[src/rtl/spin_pkg.sv]
// Shared definitions for the spinner angle accumulator.
//   - state codes for the two-state arm/run sequencer
//   - saturation limit helper for the signed fractional accumulator
package spin_pkg;

  // Sequencer states: one priming cycle after reset, then free-running.
  localparam logic [0:0] StArm = 1'b0;
  localparam logic [0:0] StRun = 1'b1;

  localparam int unsigned AccWDefault = 12;

  // Largest magnitude the accumulator may hold; symmetric so it never wraps.
  function automatic int unsigned sat_lim(int unsigned acc_w);
    return (32'd1 << (acc_w - 1)) - 32'd1;
  endfunction

  localparam int unsigned AccMaxDefault = sat_lim(AccWDefault);

endpackage

[src/rtl/spin_edge_det.sv]
// Registered edge detector for a single-bit level.
//   clk      system clock
//   reset_n  asynchronous active-low reset
//   arm      while high, history is primed with the live input so an edge
//            present at reset release is swallowed
//   d        level to watch
//   hit      Rise=1: rising edge, Rise=0: any change; RegOut=1 delays hit by
//            one extra register stage
module spin_edge_det #(
  parameter bit Rise   = 1'b1,
  parameter bit RegOut = 1'b0
) (
  input  logic clk,
  input  logic reset_n,
  input  logic arm,
  input  logic d,
  output logic hit
);

  logic sync_q;
  logic prev_q;
  logic hit_c;
  logic hit_q;

  always_ff @(posedge clk or negedge reset_n) begin
    if (!reset_n) begin
      sync_q <= 1'b0;
      prev_q <= 1'b0;
      hit_q  <= 1'b0;
    end else begin
      sync_q <= d;
      prev_q <= arm ? d : sync_q;
      hit_q  <= hit_c;
    end
  end

  always_comb begin
    hit_c = 1'b0;
    if (!arm) begin
      hit_c = Rise ? (sync_q & ~prev_q) : (sync_q ^ prev_q);
    end
  end

  assign hit = RegOut ? hit_q : hit_c;

endmodule

[src/rtl/spin_angle_accum.sv]
// Spinner / dial angle accumulator.
// Turns frame-stepped left/right buttons and the HPS spinner delta stream into
// a wrapping OUT_W-bit angle code.
//   clk       system clock
//   reset_n   asynchronous active-low reset
//   fast      button step is FAST_MUL instead of 1
//   minus     rotate negative (level)
//   plus      rotate positive (level)
//   strobe    frame tick (vsync); buttons step once per rising edge
//   spin_in   [8] toggles per new sample, [7:0] signed delta
//   spin_out  current angle
//   moved     one-cycle pulse when spin_out changes
//   dir       direction of last change, 1 = positive
module spin_angle_accum
  import spin_pkg::*;
#(
  parameter int unsigned OUT_W    = 4,
  parameter int unsigned DIV      = 8,
  parameter int unsigned FAST_MUL = 2,
  parameter int unsigned ACC_W    = 12
) (
  input  logic             clk,
  input  logic             reset_n,
  input  logic             fast,
  input  logic             minus,
  input  logic             plus,
  input  logic             strobe,
  input  logic [8:0]       spin_in,
  output logic [OUT_W-1:0] spin_out,
  output logic             moved,
  output logic             dir
);

  localparam logic signed [ACC_W:0]   DivS    = (ACC_W + 1)'(DIV);
  localparam logic signed [ACC_W:0]   AccMaxS = (ACC_W + 1)'(sat_lim(ACC_W));
  localparam logic signed [ACC_W-1:0] AccMaxA = ACC_W'(sat_lim(ACC_W));
  localparam logic signed [4:0]       FastS   = 5'(FAST_MUL);

  logic [0:0]              state_q, state_d;
  logic [7:0]              delta_q;
  logic signed [ACC_W-1:0] acc_q, acc_d;
  logic [OUT_W-1:0]        spin_out_q, spin_out_d;
  logic                    moved_q, moved_d;
  logic                    dir_q, dir_d;

  logic                    run;
  logic                    tick;
  logic                    new_sample;
  logic signed [ACC_W:0]   acc_x;
  logic signed [ACC_W:0]   delta_x;
  logic signed [ACC_W:0]   sum;
  logic                    step_up, step_dn;
  logic signed [4:0]       step_s, btn_v, stp_v, move;

  assign run = (state_q == StRun);

  // Strobe tick carries an extra register so button and spin paths share the
  // same two-edge latency from input sampling to angle change.
  spin_edge_det #(
    .Rise  (1'b1),
    .RegOut(1'b1)
  ) u_strobe_det (
    .clk    (clk),
    .reset_n(reset_n),
    .arm    (!run),
    .d      (strobe),
    .hit    (tick)
  );

  spin_edge_det #(
    .Rise  (1'b0),
    .RegOut(1'b0)
  ) u_toggle_det (
    .clk    (clk),
    .reset_n(reset_n),
    .arm    (!run),
    .d      (spin_in[8]),
    .hit    (new_sample)
  );

  always_comb begin
    state_d = StRun;
  end

  // Accumulator: at most one DIV-sized step per cycle drains the residual.
  always_comb begin
    acc_x   = {acc_q[ACC_W-1], acc_q};
    delta_x = {{(ACC_W - 7){delta_q[7]}}, delta_q};
    step_up = run && (acc_x >= DivS);
    step_dn = run && (acc_x <= -DivS);
    sum     = acc_x;
    if (run && new_sample) begin
      sum = sum + delta_x;
    end
    if (step_up) begin
      sum = sum - DivS;
    end else if (step_dn) begin
      sum = sum + DivS;
    end
    if (sum > AccMaxS) begin
      acc_d = AccMaxA;
    end else if (sum < -AccMaxS) begin
      acc_d = -AccMaxA;
    end else begin
      acc_d = sum[ACC_W-1:0];
    end
  end

  // Angle: button and spinner contributions add and may cancel.
  always_comb begin
    step_s = fast ? FastS : 5'sd1;
    btn_v  = 5'sd0;
    if (run && tick) begin
      if (plus && !minus) begin
        btn_v = step_s;
      end else if (minus && !plus) begin
        btn_v = -step_s;
      end
    end
    stp_v      = step_up ? 5'sd1 : (step_dn ? -5'sd1 : 5'sd0);
    move       = btn_v + stp_v;
    spin_out_d = spin_out_q + OUT_W'(move);
    moved_d    = (move != 5'sd0);
    dir_d      = moved_d ? !move[4] : dir_q;
  end

  always_ff @(posedge clk or negedge reset_n) begin
    if (!reset_n) begin
      state_q    <= StArm;
      delta_q    <= 8'h00;
      acc_q      <= '0;
      spin_out_q <= '0;
      moved_q    <= 1'b0;
      dir_q      <= 1'b0;
    end else begin
      state_q    <= state_d;
      delta_q    <= spin_in[7:0];
      acc_q      <= acc_d;
      spin_out_q <= spin_out_d;
      moved_q    <= moved_d;
      dir_q      <= dir_d;
    end
  end

  assign spin_out = spin_out_q;
  assign moved    = moved_q;
  assign dir      = dir_q;

endmodule

[config.mk]
export PLATFORM = sky130hd
export DESIGN_NAME = spin_angle_accum
export DESIGN_NICKNAME = d
export VERILOG_FILES = /design/src/rtl/spin_pkg.sv /design/src/rtl/spin_edge_det.sv /design/src/rtl/spin_angle_accum.sv
export SDC_FILE = /design/constraint.sdc
export NUM_CORES = 1
export LEC_CHECK = 0
export ABC_AREA = 1
export BUFFER_PORTS_ARGS = -buffer_cell sky130_fd_sc_hd__buf_2
export CAP_MARGIN = 25
export CORE_UTILIZATION = 35
export CTS_BUF_LIST = sky130_fd_sc_hd__clkbuf_4
export DETAILED_ROUTE_END_ITERATION = 7
export GPL_TIMING_DRIVEN = 0
export PLACE_DENSITY = 0.5
export SLEW_MARGIN = 20
export SYNTH_ARGS = -nofsm -noshare
export SYNTH_HDL_FRONTEND = slang
export SYNTH_SLANG_ARGS = --single-unit
[constraint.sdc]
create_clock -name clk -period 3.6 [get_ports clk]
set_input_delay 0.18 -clock clk [delete_from_list [all_inputs] [get_ports clk]]
set_output_delay 0.18 -clock clk [all_outputs]
set_load 0.01 [all_outputs]
**After elaboration in Yosys (flattened, before gate mapping)**

Index checks and enable logic that the tools add are counted.

- Magnitude comparators: 4
- Div/mod/pow operators: 0
- Shifts and indexed selects: 0
- Equality and inequality tests: 0
- $mul: 0
- Add/sub/neg operators: 6
- Bitwise logic cells: 3
- Reduce and logical (&&, ||, !) cells: 10
- Mux-type cells: 15

Operators with widths:

| cell | number |
|---|---|
| 13-bit two-way mux | 3 |
| 5-bit two-way mux | 5 |
| 12-bit two-way mux | 2 |
| 12-bit by 8-bit adder with 13-bit output | 1 |
| 13-bit by 5-bit adder with 13-bit output (second input constant) | 1 |
| 13-bit by 12-bit greater-than comparator with 1-bit output (second input constant) | 1 |
| 13-bit by 12-bit less-than comparator with 1-bit output (second input constant) | 1 |
| 13-bit by 5-bit subtractor with 13-bit output (second input constant) | 1 |
| 12-bit by 5-bit >= comparator with 1-bit output (second input constant) | 1 |
| 12-bit by 4-bit <= comparator with 1-bit output (second input constant) | 1 |
| 1-bit logical AND | 6 |
| 5-bit adder | 1 |
| 2-bit negation with 5-bit output | 1 |
| 5-bit nonzero test | 1 |
| 4-bit adder | 1 |
| 1-bit two-way mux | 4 |
| 1-bit zero test | 3 |
| 2-bit two-way mux | 1 |
| 1-bit bitwise AND | 1 |
| 1-bit inverter | 1 |
| 1-bit XOR | 1 |

- Output and inout port bits: 6
- Memories kept: 0
- Latch bits: 0
- Memory bits (read-only): 0
- Input port bits: 15
- Word-level logic and storage cells: 49
- RAM bits: 0
- Register bits: 32

**Depth between registers and ports, before layout**

- Depth after elaboration: 10
- Depth in mapped cells: 25
- Depth with buffers taken out: 24

**Cells and area by module**

A second synthesis with hierarchy kept.

- Cell total of the unflattened synthesis: 396
- Area total of the unflattened synthesis: 2637.5 µm²

By module, submodules not included:

| module | area an instance (µm²) | cells each | sequential area each (µm²) | instances |
|---|---|---|---|---|
| spin_angle_accum | 2458.6 | 378 | 675.6 | 1 |
| spin_edge_det (u_strobe_det) | 98.8 | 8 | 75.1 | 1 |
| spin_edge_det (u_toggle_det) | 80.1 | 10 | 50.0 | 1 |

**Least setup slack after synthesis**

OpenSTA, ideal clock, no wires.

- Path type: reg2reg
- Start: register acc_q[0]
- End: register acc_q[4]
- Slack: 0.686 ns
- Cell stages (with the launch flop): 24
- Data required time: 3.483 ns
- Arrival: 2.797 ns
- Path buffers: 1
- Library setup time: 0.117 ns
- Period minus slack after synthesis: 2.914 ns
- Cell sequence: dfrtp_1 > ha_1 > inv_1 > fa_1 > inv_1 > nand2_1 > nand2_1 > nand3_1 > nand3_1 > nand2_2 > inv_1 > ha_1 > or2_2 > nand3_1 > nand3_1 > nor2_1 > nand3_1 > nor2_1 > nand3_1 > nand2_1 > nand2_2 > buf_6 > nand2_1 > nand2_1

- Cells in the longest elaborated chain, start to end: 8
- Elaborated cells on any way between the ends: 14
- Classes of those cells: add/sub (3); order compare (4); mux (5); reduce/logical (2)

Ends and longest elaborated chain:

| what | RTL line | source |
|---|---|---|
| start, declared | spin_angle_accum.sv:41 | `logic signed [ACC_W-1:0] acc_q, acc_d;` |
| start signal, assigned | spin_angle_accum.sv:131 | `acc_q <= '0;` |
| start signal, assigned | spin_angle_accum.sv:138 | `acc_q <= acc_d;` |
| 12-bit by 8-bit adder with 13-bit output | spin_angle_accum.sv:93 | `sum = sum + delta_x;` |
| 13-bit two-way mux | spin_angle_accum.sv:92 | `if (run && new_sample) begin` |
| 13-bit by 5-bit adder with 13-bit output | spin_angle_accum.sv:98 | `sum = sum + DivS;` |
| 13-bit two-way mux | spin_angle_accum.sv:97 | `end else if (step_dn) begin` |
| 13-bit two-way mux (*) | spin_angle_accum.sv:95 | `if (step_up) begin` |
| 13-bit by 12-bit less-than comparator with 1-bit output | spin_angle_accum.sv:102 | `end else if (sum < -AccMaxS) begin` |
| 12-bit two-way mux | spin_angle_accum.sv:102 |  |
| 12-bit two-way mux (*) | spin_angle_accum.sv:100 | `if (sum > AccMaxS) begin` |
| named net acc_d[4] | spin_angle_accum.sv:41 |  |

The timed path passes the listed nets; every way through them passes the cells marked *.
A chain may end at the register's enable or synchronous reset.

**Worst setup path after layout**

Same ends and word-level chain as after synthesis.

==> impl_metrics.json <==
{
  "endpoint_kind": "register",
  "worstPathMaxFanout": 10,
  "numPortBuffers": 20,
  "finalHoldViolCount": 0,
  "clk_pin_slew_ns": 0.11,
  "final_area_um2": 3140,
  "vias": 2466,
  "track_usage_pct": 16.9,
  "status": "finished, final reports clean",
  "syn-num-nets": 452,
  "reg2reg_slack_ns": 0.30,
  "max_freq_ghz": 0.303,
  "initial_utilization_pct": 36.9,
  "arrival_ns": 3.54,
  "netSwitchingPower_mw": 1.26,
  "combPwrFrac_pct": 64.8,
  "synth.avg_cell_area_um2": 6.59,
  "setup_viol": 0,
  "cpMostUsedCell": "nand3_1",
  "min_path_type": "register to register",
  "hold_end": "u_strobe_det.hit$_DFF_PN0_",
  "grt_remaining_overflow": 0,
  "hold_start": "u_strobe_det.prev_q$_DFF_PN0_",
  "required_ns": 3.85,
  "power_mw": 2.49,
  "grt_antenna_before_repair": 0,
  "power_frac_seq_pct": 23.7,
  "dpl.hpwl_um": 5110,
  "layout_common_cells": "149 x nand2_1, 65 x inv_1, 53 x nand3_1",
  "report.final.slew_viol_count": 0,
  "cts_tree": "done",
  "worstPathCellList": "ha_2 > inv_1 > fa_1 > inv_1 > nand2_1 > nand2_2 > nand3_1 > nand3_1 > nand2_2 > inv_2 > ha_1 > or2_2 > nand3_1 > nand3_1 > nor2_1 > nand3_1 > nor2_1 > nand3_1 > nand2_1 > nand2_2 > buf_6 > nand2_1 > nand2_1",
  "io_pins": 21,
  "largest_reg_flops": 12,
  "cpMaxStageDelayCell": "fa_1",
  "max_flop_register": "acc_q",
  "grt_pass1_wl_um": 10900,
  "cp-start-kind": "register",
  "final_layout_size_suffix_gt1_share_pct": 12.2,
  "tightest_slew_ns": 0.748,
  "core-area_um2": 7370,
  "cts_buffers": 5,
  "place.gp.congestion": 0.846,
  "synthFlopType": "dfrtp_1",
  "async_flop_share_pct": 100,
  "drc_errors": 0,
  "ys_warn_count": 0,
  "die_y_um": 90.2,
  "synth-seq-cells": 32,
  "vdd_ir_drop_max_uv": 279,
  "clock_latency_ns": 0.34,
  "die_w_um": 90.2,
  "min_period_ns": 3.30,
  "p_leak_nw": 1.81,
  "clockBufferDepth": 2,
  "grt_pass1_vias": 2395,
  "clockPowerShare_pct": 11.6,
  "grt_setup_unrepaired": "no",
  "whs_path_depth": 1,
  "fillCellCount": 801,
  "slew-limit-headroom_pct": 50.2,
  "dieArea_um2": 8130,
  "hold-worst-slack_ns": 0.404,
  "drt_pass1_iterations": 4,
  "fin_setup_tns_ns": 0,
  "post_dp_cell_area_um2": 2940,
  "yosysSeqAreaShare_pct": 29.4,
  "diodes": 0,
  "reg2reg_to": "acc_q[4]$_DFF_PN0_",
  "final_common_cell": "nand2_1",
  "placementRows": 31,
  "detail_route.wl_per_cell_um": 11.4,
  "grt_start_max_net_pins": 33,
  "cts_sinks": 32,
  "drv_cap": 0,
  "r2r_start": "acc_q[0]$_DFF_PN0_",
  "clock_skew_ns": 0.00534,
  "switching_share_pct": 50.5,
  "drtIter0Drc": 79,
  "ant_nets": 0,
  "areaGrowthSynthToFinish_pct": 15.4,
  "cts-htree-levels": 2,
  "crit_type": "register to register",
  "p_int_mw": 1.23,
  "routed_wl_um": 6260,
  "synthesis.area_um2": 2720,
  "synth-edff-count": 0,
  "slowest_delay_ns": 0.39,
  "yosysUniqueCellTypes": 34,
  "power.density_nw_per_um2": 794,
  "nets": 490,
  "fin_crit_sh_pct": 91.6,
  "cts_root_buffer": "clkbuf_4",
  "ff2ff_path_depth": 23,
  "syn_inst": 413,
  "drt-vias-per-instance": 4.48
}
[stage by stage]
| step | worst slack [ns] | utilization [%] | instances |
|---|---|---|---|
| final | 0.302 | 42.6 | 551 |
| after detailed placement | 0.244 | 39.9 | 532 |
| after global placement | 0.217 | 39.9 | 532 |
| after global routing | 0.0243 | 42.6 | 551 |
| after floorplan | 0.686 | - | 413 |
| after CTS | 0.212 | 42.5 | 551 |
[worst max-delay path, delay by kind of cell (launching register included)]
kind          cells  cell delay, ns
fa+ha+maj         3            0.81
buf+inv           4            0.36
flops             1            0.36
simple gates     16            1.65
[how the worst max path moves through the flow]
| stage | startpoint | endpoint | slack, ns |
|---|---|---|---|
| 2_1_floorplan | acc_q[0]$_DFF_PN0_ | acc_q[4]$_DFF_PN0_ | 0.69 |
| 3_3_place_gp | acc_q[0]$_DFF_PN0_ | acc_q[10]$_DFF_PN0_ | 0.22 |
| 3_5_place_dp | acc_q[0]$_DFF_PN0_ | acc_q[10]$_DFF_PN0_ | 0.24 |
| 4_1_cts | acc_q[0]$_DFF_PN0_ | acc_q[4]$_DFF_PN0_ | 0.21 |
| 5_1_grt | acc_q[0]$_DFF_PN0_ | acc_q[4]$_DFF_PN0_ | 0.02 |
| 6_report | acc_q[0]$_DFF_PN0_ | acc_q[4]$_DFF_PN0_ | 0.30 |
[repair_timing]
action | in CTS | in global routing
endpoints found under the hold margin | 42 | 0
resized for setup | 0 | 4
buffers inserted | 0 | 0
endpoints found under the setup margin | 0 | 10
hold buffers | 11 | 0
[logic make-up (layout without fill, tap and decap cells)]
| logic type | after synthesis | count (layout) | synth area share (%) |
|---|---|---|---|
| AOI/OAI and AO/OA | 23 | 23 | 4.88 |
| buffers and inverters | 73 | 112 | 11.1 |
| and+or+nand+nor | 256 | 256 | 41.0 |
| xor gates and xnor gates | 4 | 4 | 1.29 |
| other | 1 | 1 | 0.138 |
| adders and majority gates | 24 | 24 | 12.1 |
| DFF | 32 | 32 | 29.4 |
[power groups by stage]
stage | logic [mW] | clock network [mW] | registers [mW]
after floorplan | 1.26 | 0 | 0.573
after global placement | 1.59 | 0 | 0.597
after detailed placement | 1.61 | 0 | 0.595
after CTS | 1.62 | 0.297 | 0.588
after global routing | 1.88 | 0.316 | 0.607
final | 1.61 | 0.288 | 0.590
[layout make-up]
| class | instances | area (µm²) | share of cell area, % |
|---|---|---|---|
| plain buffers | 5 | 46.3 | 1.47 |
| clock buffers | 6 | 45.0 | 1.43 |
| clock inverters | 2 | 35.0 | 1.12 |
| inverters | 68 | 255 | 8.13 |
| multi-input cells | 308 | 1620 | 51.7 |
| flip-flops and latches | 32 | 801 | 25.5 |
| well taps | 99 | 124 | 3.95 |
| repair buffers | 31 | 210 | 6.70 |
[routing by layer]
metal,up-vias,track usage [%],share of wire (%)
li1,1362,-,-
met1,1071,21.7,50
met2,23,29.0,46
met3,10,2.88,2.2
met4,0,4.57,1.4
met5,-,0,0
[cell usage after synthesis, drive strengths merged (4+ instances only)]
master  number  area (µm²)
nand2      159         619
inv         67         251
nand3       55         285
dfrtp       32         801
nor2        28         113
ha          20         250
o21ai        9        48.8
a21oi        8        40.0
buf          5        46.3
or2          5        31.3
fa           4        80.1
nor3         4        20.0
Power figures use the tool's default switching activity.
